===== config.mk =====
export PLATFORM = sky130hd
export DESIGN_NAME = vector_ctrl_pipeline
export DESIGN_NICKNAME = d
export VERILOG_FILES = /design/src/rtl/vector_ctrl_pipeline.sv
export SDC_FILE = /design/constraint.sdc
export NUM_CORES = 1
export LEC_CHECK = 0
export BUFFER_PORTS_ARGS = -buffer_cell sky130_fd_sc_hd__buf_4
export CORE_MARGIN = 8
export CORE_UTILIZATION = 50
export DETAILED_ROUTE_END_ITERATION = 6
export GPL_TIMING_DRIVEN = 0
export MAX_ROUTING_LAYER = met4
export PLACE_DENSITY = 0.76
export SLEW_MARGIN = 20
export SYNTH_ARGS = -nofsm -noshare
export SYNTH_HDL_FRONTEND = slang
export SYNTH_SLANG_ARGS = --single-unit

===== constraint.sdc =====
create_clock -name clk -period 2.3 [get_ports clk]
set_input_delay 0.23 -clock clk [delete_from_list [all_inputs] [get_ports clk]]
set_output_delay 0.23 -clock clk [all_outputs]
set_load 0.05 [all_outputs]

===== src/rtl/vector_ctrl_pipeline.sv =====
// Execute/Memory/Writeback control registers for the vector CPU: carries decoded
// control bits, inserts load-use bubbles, applies branch flushes and memory holds.
module vector_ctrl_pipeline #(
    parameter int REG_ADDR_WIDTH = 4,
    parameter int CNT_WIDTH      = 16
) (
    input  logic                      clk,
    input  logic                      rst_n,
    input  logic                      validD,
    input  logic                      useScalarAluD,
    input  logic                      isScalarOutputD,
    input  logic                      isScalarReg1D,
    input  logic                      isScalarReg2D,
    input  logic                      useInmediateD,
    input  logic [3:0]                aluControlD,
    input  logic                      writeToMemoryEnableMD,
    input  logic                      outFlagMD,
    input  logic                      resultSelectorWBD,
    input  logic                      writeEnableScalarWBD,
    input  logic                      writeEnableVectorWBD,
    input  logic [REG_ADDR_WIDTH-1:0] rdD,
    input  logic [REG_ADDR_WIDTH-1:0] rs1D,
    input  logic [REG_ADDR_WIDTH-1:0] rs2D,
    input  logic                      flushE,
    input  logic                      memBusy,
    output logic                      validE,
    output logic                      useScalarAluE,
    output logic                      isScalarOutputE,
    output logic                      isScalarReg1E,
    output logic                      isScalarReg2E,
    output logic                      useInmediateE,
    output logic [3:0]                aluControlE,
    output logic [REG_ADDR_WIDTH-1:0] rdE,
    output logic                      validM,
    output logic                      writeToMemoryEnableM,
    output logic                      outFlagM,
    output logic [REG_ADDR_WIDTH-1:0] rdM,
    output logic                      validW,
    output logic                      resultSelectorW,
    output logic                      writeEnableScalarW,
    output logic                      writeEnableVectorW,
    output logic [REG_ADDR_WIDTH-1:0] rdW,
    output logic                      stallF,
    output logic                      stallD,
    output logic [CNT_WIDTH-1:0]      stallCount
);

    typedef struct packed {
        logic                      valid;
        logic                      useScalarAlu;
        logic                      isScalarOutput;
        logic                      isScalarReg1;
        logic                      isScalarReg2;
        logic                      useInmediate;
        logic [3:0]                aluControl;
        logic                      writeToMemoryEnable;
        logic                      outFlag;
        logic                      resultSelector;
        logic                      writeEnableScalar;
        logic                      writeEnableVector;
        logic [REG_ADDR_WIDTH-1:0] rd;
    } eStage_t;

    typedef struct packed {
        logic                      valid;
        logic                      writeToMemoryEnable;
        logic                      outFlag;
        logic                      resultSelector;
        logic                      writeEnableScalar;
        logic                      writeEnableVector;
        logic [REG_ADDR_WIDTH-1:0] rd;
    } mStage_t;

    typedef struct packed {
        logic                      valid;
        logic                      resultSelector;
        logic                      writeEnableScalar;
        logic                      writeEnableVector;
        logic [REG_ADDR_WIDTH-1:0] rd;
    } wStage_t;

    eStage_t eReg, eNext;
    mStage_t mReg, mNext;
    wStage_t wReg, wNext;
    logic    loadUse;
    logic    stall;
    logic [CNT_WIDTH-1:0] stallCnt;

    // A vector load in E whose result a vector source of D needs; rs2 is
    // irrelevant when D takes an immediate instead.
    always_comb begin
        loadUse = eReg.valid & eReg.resultSelector & eReg.writeEnableVector & validD &
                  (((eReg.rd == rs1D) & ~isScalarReg1D) |
                   ((eReg.rd == rs2D) & ~isScalarReg2D & ~useInmediateD));
    end

    assign stall = memBusy | (loadUse & ~flushE);

    always_comb begin
        eNext = '0;
        if (validD && !flushE && !loadUse) begin
            eNext.valid               = 1'b1;
            eNext.useScalarAlu        = useScalarAluD;
            eNext.isScalarOutput      = isScalarOutputD;
            eNext.isScalarReg1        = isScalarReg1D;
            eNext.isScalarReg2        = isScalarReg2D;
            eNext.useInmediate        = useInmediateD;
            eNext.aluControl          = aluControlD;
            eNext.writeToMemoryEnable = writeToMemoryEnableMD;
            eNext.outFlag             = outFlagMD;
            eNext.resultSelector      = resultSelectorWBD;
            eNext.writeEnableScalar   = writeEnableScalarWBD;
            eNext.writeEnableVector   = writeEnableVectorWBD;
            eNext.rd                  = rdD;
        end
    end

    always_comb begin
        mNext                     = '0;
        mNext.valid               = eReg.valid;
        mNext.writeToMemoryEnable = eReg.writeToMemoryEnable;
        mNext.outFlag             = eReg.outFlag;
        mNext.resultSelector      = eReg.resultSelector;
        mNext.writeEnableScalar   = eReg.writeEnableScalar;
        mNext.writeEnableVector   = eReg.writeEnableVector;
        mNext.rd                  = eReg.rd;
    end

    always_comb begin
        wNext                   = '0;
        wNext.valid             = mReg.valid;
        wNext.resultSelector    = mReg.resultSelector;
        wNext.writeEnableScalar = mReg.writeEnableScalar;
        wNext.writeEnableVector = mReg.writeEnableVector;
        wNext.rd                = mReg.rd;
    end

    // memBusy freezes every stage; a pending flush waits until it drops.
    always_ff @(posedge clk or negedge rst_n) begin
        if (!rst_n) begin
            eReg <= '0;
            mReg <= '0;
            wReg <= '0;
        end else if (!memBusy) begin
            eReg <= eNext;
            mReg <= mNext;
            wReg <= wNext;
        end
    end

    always_ff @(posedge clk or negedge rst_n) begin
        if (!rst_n) begin
            stallCnt <= '0;
        end else if (stall && (stallCnt != {CNT_WIDTH{1'b1}})) begin
            stallCnt <= stallCnt + 1'b1;
        end
    end

    assign validE               = eReg.valid;
    assign useScalarAluE        = eReg.useScalarAlu;
    assign isScalarOutputE      = eReg.isScalarOutput;
    assign isScalarReg1E        = eReg.isScalarReg1;
    assign isScalarReg2E        = eReg.isScalarReg2;
    assign useInmediateE        = eReg.useInmediate;
    assign aluControlE          = eReg.aluControl;
    assign rdE                  = eReg.rd;
    assign validM               = mReg.valid;
    assign writeToMemoryEnableM = mReg.writeToMemoryEnable;
    assign outFlagM             = mReg.outFlag;
    assign rdM                  = mReg.rd;
    assign validW               = wReg.valid;
    assign resultSelectorW      = wReg.resultSelector;
    assign writeEnableScalarW   = wReg.writeEnableScalar;
    assign writeEnableVectorW   = wReg.writeEnableVector;
    assign rdW                  = wReg.rd;
    assign stallF               = stall;
    assign stallD               = stall;
    assign stallCount           = stallCnt;

endmodule


==> results of run 1 <==
==> power by group <==
group	internal, uW	total, uW	switching [uW]	leakage [uW]
combinational	295	817	522	0.000835
clock	212	502	291	0.0000450
sequential	1040	1150	112	0.000706
total	1540	2470	925	0.00159
==> worst register-to-register path, cell delays in order, from the launching register on <==
cell and delay (ns):
dfrtp_1 0.40, nand3_1 0.15, nor4_2 0.31, a22oi_2 0.15, o21bai_2 0.16, buf_4 0.20, nand4_1 0.11, mux2_1 0.32
==> synth_stat cells, types with 2 or more instances <==
cell type  count  area share, %
dfrtp_1       53             56
a22o_1        18            6.7
mux2_2        18            8.6
buf_4         14            4.4
nand3_1       13            2.8
xnor2_1       10            3.7
xor2_1         8            3.0
and3_1         7            1.9
nor3_1         5            1.1
a31oi_1        4            1.1
nand2_1        4           0.63
nand4_1        4            1.1
a41oi_1        3            1.1
buf_2          3           0.63
nor2_1         3           0.48
clkbuf_1       2           0.32
mux2_1         2           0.95
nand2b_1       2           0.53
==> registers in the layout (all words and copies together) (netlist names), 3 cells and up <==
name / flops
stallCount: 16
eReg: 5
aluControlE: 4
rdE: 4
rdM: 4
rdW: 4
mReg: 3
==> kinds of logic (layout without fill, tap and decap cells) <==
group | count (synthesis) | count (layout) | synth area share (%)
DFF | 53 | 53 | 56.1
and+or+nand+nor | 43 | 43 | 10.7
AOI/OAI and AO/OA | 29 | 29 | 10.4
buffers and inverters | 21 | 107 | 6.03
muxes | 20 | 20 | 9.52
xor gates and xnor gates | 18 | 18 | 6.67
adders and majority gates | 1 | 1 | 0.529
==> final timing paths <==
check | startpoint | endpoint | slack [ns] | cells after the start
setup / recovery | validE | stallF | 0.15 | 7
hold / removal | aluControlD[2] | aluControlE[2] | 0.14 | 2
setup reg to reg | validE | stallCount[14] | 0.39 | 7
hold reg to reg | eReg[8] | eReg[8] | 0.51 | 1
max in group asynchronous | rst_n | rdE[0] | 1.32 | 2
min in group asynchronous | rst_n | rdW[0] | 0.50 | 2
==> what timing repair did <==
action                                  4_1_cts  5_1_grt
pin swaps                                     0        1
hold endpoints to repair                     53        0
endpoints found under the setup margin        1        2
resized for setup                             1        6
hold buffers                                  1        0
cloned                                        0        0
buffers inserted                              0        0
==> cell type report <==
type                       count  area, sq um
fill                         396         1510
sequential                    53         1330
multi-input combinational    111          906
timing repair buffer          78          588
buffer                        21          149
clock buffer                   6         72.6
tap                           54         67.6
clock inverter                 2         10.0
==> routing by layer <==
layer | GRT usage (%) | vias to the layer above
met5 | - | -
met4 | 4.53 | 0
met3 | 5.07 | 8
met2 | 25.6 | 58
met1 | 20.8 | 876
li1 | - | 835
==> through the flow <==
step	setup WS, ns	total power, uW	util (%)	instances	cell area, sq um
3_5_place_dp	0.327	1990	65.0	316	3010
3_3_place_gp	0.378	1970	65.0	316	3010
4_1_cts	0.0101	2500	67.1	325	3110
6_report	0.147	2470	67.4	325	3120
2_1_floorplan	0.144	1700	-	185	2360
5_1_grt	0.0229	2590	67.4	325	3120
==> results.json, run 1 <==
{
  "syn_inst": 185,
  "drc": 0,
  "cp_top_family": "simple AND/OR/NAND/NOR gates",
  "p_leak_uw": 0.00159,
  "grt_max_degree": 54,
  "drv_cap": 0,
  "mostFrequentLayoutCell": "buf_4",
  "io_buffers": 77,
  "die_w_microns": 84.8,
  "synth_edf_count": 0,
  "cts.sinks": 53,
  "syn-num-nets": 217,
  "cpMaxStageDelayCell": "dfrtp_1",
  "maxSlewHeadroom_pct": 55.8,
  "start_util_pct": 51.1,
  "crit_path_max_fanout": 11,
  "clock_skew_ns": 0.00601,
  "cp_slowest_stage_delay_ns": 0.40,
  "synthArstFlopShare_pct": 100,
  "grt_overflow_total": 0,
  "netlist_area_sq_um": 2360,
  "critPathKind": "reg -> out",
  "antenna_left": 0,
  "num_rows": 25,
  "routed_wirelength_mm": 5.53,
  "layout_min_cycle_time_ns": 2.15,
  "grt_pass1_vias": 1914,
  "drt_iter0_drc": 124,
  "route.met2.wl_mm": 2.55,
  "clock.fmax_mhz": 464,
  "power_density_nw_per_um2": 791,
  "arrival_ns": 1.92,
  "crit_required_ns": 2.07,
  "top_layer": "met4",
  "crit_path_frequent_cell": "buf_4",
  "ys_seq_elements": 53,
  "cts.path.max_buffers": 2,
  "maxSlewViolCount": 0,
  "yosysWarningCount": 0,
  "outcome": "completed",
  "finalSetupViolCount": 0,
  "core_sq_um": 4630,
  "drt_first_pass_iters": 4,
  "grt_pass1_wl_mm": 9.41,
  "cp-end-kind": "primary output",
  "ys_types": 30,
  "die_h_microns": 84.8,
  "synth_ff_type": "dfrtp_1",
  "cp-start-kind": "register",
  "final_cell_mix": "buf_4, dfrtp_1, a22o_1, mux2_2, nand3_1",
  "vias": 1777,
  "setup_tns_ns": 0,
  "antenna_found_initial": 0,
  "fin_crit_sh_pct": 93.6,
  "peakVddDrop_uv": 614,
  "cts_tree": "done",
  "cts_buffers": 5,
  "yosysSeqAreaShare_pct": 56.1,
  "dpl.hpwl_mm": 4.12,
  "wl_met1_mm": 2.56,
  "syn_to_final_growth_pct": 32.0,
  "path_buf_inv": 3,
  "gp_congestion": 0.859,
  "dieArea_sq_um": 7190,
  "antennaDiodeCount": 0,
  "hold_violations": 0,
  "synth.avg_cell_area_sq_um": 12.8,
  "path_cells": "nand3_1, nor4_2, a22oi_2, o21bai_2, buf_6, buf_4, buf_4",
  "holdCritPathClass": "in -> reg",
  "route.met3.wl_microns": 347,
  "insertion_delay_ns": 0.30,
  "hold_ws_ns": 0.142,
  "wl_per_cell_microns": 17.0,
  "grt_usage_pct": 16.6,
  "pin_count": 78,
  "drive_gt1_share_pct": 47.6,
  "cts_max_level": 2,
  "post_drt_via_cell_ratio": 5.47,
  "max_slew.worst_pin.slew_ns": 0.663,
  "grt_setup_unrepaired": "no",
  "clk_pin_slew_ns": 0.09,
  "final_nets": 302,
  "cts_root_buffer": "clkbuf_8"
}
Note: power is estimated with default switching activity, not from simulation.
==> run 2, diff against run 1 <==
--- a/config.mk
+++ b/config.mk
@@ -12,6 +12,7 @@
 export GPL_TIMING_DRIVEN = 0
 export MAX_ROUTING_LAYER = met4
 export PLACE_DENSITY = 0.76
+export RECOVER_POWER = 100
 export SLEW_MARGIN = 20
 export SYNTH_ARGS = -nofsm -noshare
 export SYNTH_HDL_FRONTEND = slang
==> run 2 against run 1 <==
  * First-iteration DRC count decreased by 27%
  * Critical path type unchanged
  * Critical endpoint unchanged
  * Non-clock buffer count unchanged
  * Sequential power about the same
  * Core utilization decreased by 3.9 points
  * Highest routed layer unchanged
==> results.json, run 2 (synthesis results as in run 1) <==
{
  "netSwitchingPower_uw": 923,
  "peakVddDrop_uv": 575,
  "final_util_pct": 63.5,
  "num_rows": 25,
  "crit_path_max_fanout": 11,
  "crit_required_ns": 2.07,
  "clock_skew_ns": 0.00574,
  "seq_power_share_pct": 48.1,
  "routed_wirelength_mm": 5.57,
  "maxSlewViolCount": 0,
  "insertion_delay_ns": 0.30,
  "reg2reg_to": "isScalarOutputE",
  "die_w_microns": 84.8,
  "cts_root_buffer": "clkbuf_8",
  "setup_tns_ns": 0,
  "cts.sinks": 53,
  "vias": 1784,
  "power_density_nw_per_um2": 810,
  "final_cell_mix": "dfrtp_1, clkbuf_1, buf_4",
  "multi_input_comb_area_sq_um": 901,
  "p_leak_uw": 0.00140,
  "swShare_pct": 38.8,
  "pwr-share-comb_pct": 30.7,
  "grt_setup_unrepaired": "no",
  "worstHoldStart": "rdD[2]",
  "gp_congestion": 0.859,
  "maxSlewHeadroom_pct": 13.1,
  "cts_max_level": 2,
  "placed_cells": 316,
  "max_slew.worst_pin.slew_ns": 1.30,
  "largest_reg_flops": 16,
  "grt_usage_pct": 16.6,
  "drt_first_pass_iters": 4,
  "clk_pin_slew_ns": 0.09,
  "intPower_uw": 1460,
  "clock.fmax_mhz": 467,
  "fin_crit_sh_pct": 93.1,
  "nFillCells": 461,
  "reg2regPathDepth": 6,
  "dpl.hpwl_mm": 4.12,
  "cp-start-kind": "register",
  "antennaDiodeCount": 0,
  "cp_slowest_stage_delay_ns": 0.40,
  "core_sq_um": 4630,
  "layout_min_cycle_time_ns": 2.14,
  "holdCritPathClass": "in -> reg",
  "total_power_uw": 2380,
  "die_h_microns": 84.8,
  "critPathKind": "reg -> out",
  "wl_per_cell_microns": 17.1,
  "regArea_sq_um": 1330,
  "hold_violations": 0,
  "grt_pass1_vias": 1914,
  "outcome": "completed",
  "p_clk_share_pct": 21.2,
  "drc": 0,
  "layoutNonFillerInstCount": 325,
  "finalSetupViolCount": 0,
  "drv_cap": 0,
  "cts.path.max_buffers": 2,
  "syn_to_final_growth_pct": 24.4,
  "grt_pass1_wl_mm": 9.41,
  "start_util_pct": 51.1,
  "post_drt_via_cell_ratio": 5.49,
  "drt_iter0_drc": 90,
  "antenna_left": 0,
  "grt_max_degree": 54,
  "path_cells": "nand3_1, nor4_2, a22oi_1, o21bai_2, buf_6, buf_4, buf_4",
  "antenna_found_initial": 0,
  "cts_buffers": 5,
  "pin_count": 78,
  "io_buffers": 77,
  "grt_overflow_total": 0,
  "cp-end-kind": "primary output",
  "drive_gt1_share_pct": 29.5,
  "rrSetupSlack_ns": 0.32,
  "crit_path_frequent_cell": "buf_4",
  "cpMaxStageDelayCell": "dfrtp_1",
  "mostFrequentLayoutCell": "dfrtp_1",
  "crit_start": "validE",
  "r2r_start": "rdE[3]",
  "final_nets": 302,
  "min_to": "rdE[2]",
  "cts_tree": "done",
  "dieArea_sq_um": 7190,
  "arrival_ns": 1.91,
  "holdPathStages": 2
}
## run 2: changes by cell type in the layout (fill, tap and decap cells not counted), sizes merged
cell | previous run | this run
buf | 96 | 48
clkbuf | 8 | 56
## run 2: worst max-delay path, delay by kind of cell, from the launching register on
family / cells / cell delay, ns
buffers and inverters: 3 / 0.45
AND/OR/NAND/NOR: 2 / 0.43
flip-flops: 1 / 0.40
AO/OA/AOI/OAI: 2 / 0.34
## run 2: layer usage
metal / share of wire (%) / vias to the layer above / track usage (%)
met2: 46 / 62 / 25.6
met3: 6.5 / 8 / 5.07
met5: 0 / - / -
li1: - / 833 / -
met4: 1.4 / 0 / 4.53
met1: 46 / 881 / 20.8
## run 2: worst max-delay path by stage
stage                         to  slack [ns]  cells past startpoint
after CTS                 stallF        0.01                      7
after global placement    stallF        0.38                      7
final                     stallF        0.16                      7
after global routing      stallF        0.01                      7
after floorplan           stallF        0.14                      6
after detailed placement  stallF        0.33                      7
## run 2: cell type report
| type | instances | area share [%] |
|---|---|---|
| clock buffers | 6 | 2.47 |
| flip-flops and latches | 53 | 45.1 |
| repair buffers | 78 | 14.2 |
| plain buffers | 21 | 4.98 |
| clock inverters | 2 | 0.340 |
| multi-input cells | 111 | 30.6 |
| well taps | 54 | 2.30 |
## run 2: repair_timing
| item | CTS | global route |
|---|---|---|
| endpoints found under the setup margin | 1 | 2 |
| setup buffers | 0 | 0 |
| pin swaps | 0 | 1 |
| hold buffers | 1 | 0 |
| hold endpoints to repair | 53 | 0 |
| resized for setup | 1 | 6 |
## run 2: power groups by stage
stage / Combinational [uW] / Clock, uW / Sequential (uW)
after detailed placement: 821 / 0 / 1170
after CTS: 825 / 522 / 1150
after global placement: 809 / 0 / 1160
after floorplan: 260 / 0 / 1440
final: 732 / 504 / 1150
after global routing: 783 / 551 / 1170
## run 2: per-stage QoR
stage | hold slack, ns | instance area (sq um) | worst slack [ns]
finish | 0.141 | 2940 | 0.158
global route | 0.134 | 2940 | 0.0118
CTS | 0.136 | 3110 | 0.0101
detailed placement | 0.309 | 3010 | 0.327
global placement | 0.309 | 3010 | 0.378
floorplan | -0.0656 | 2360 | 0.144
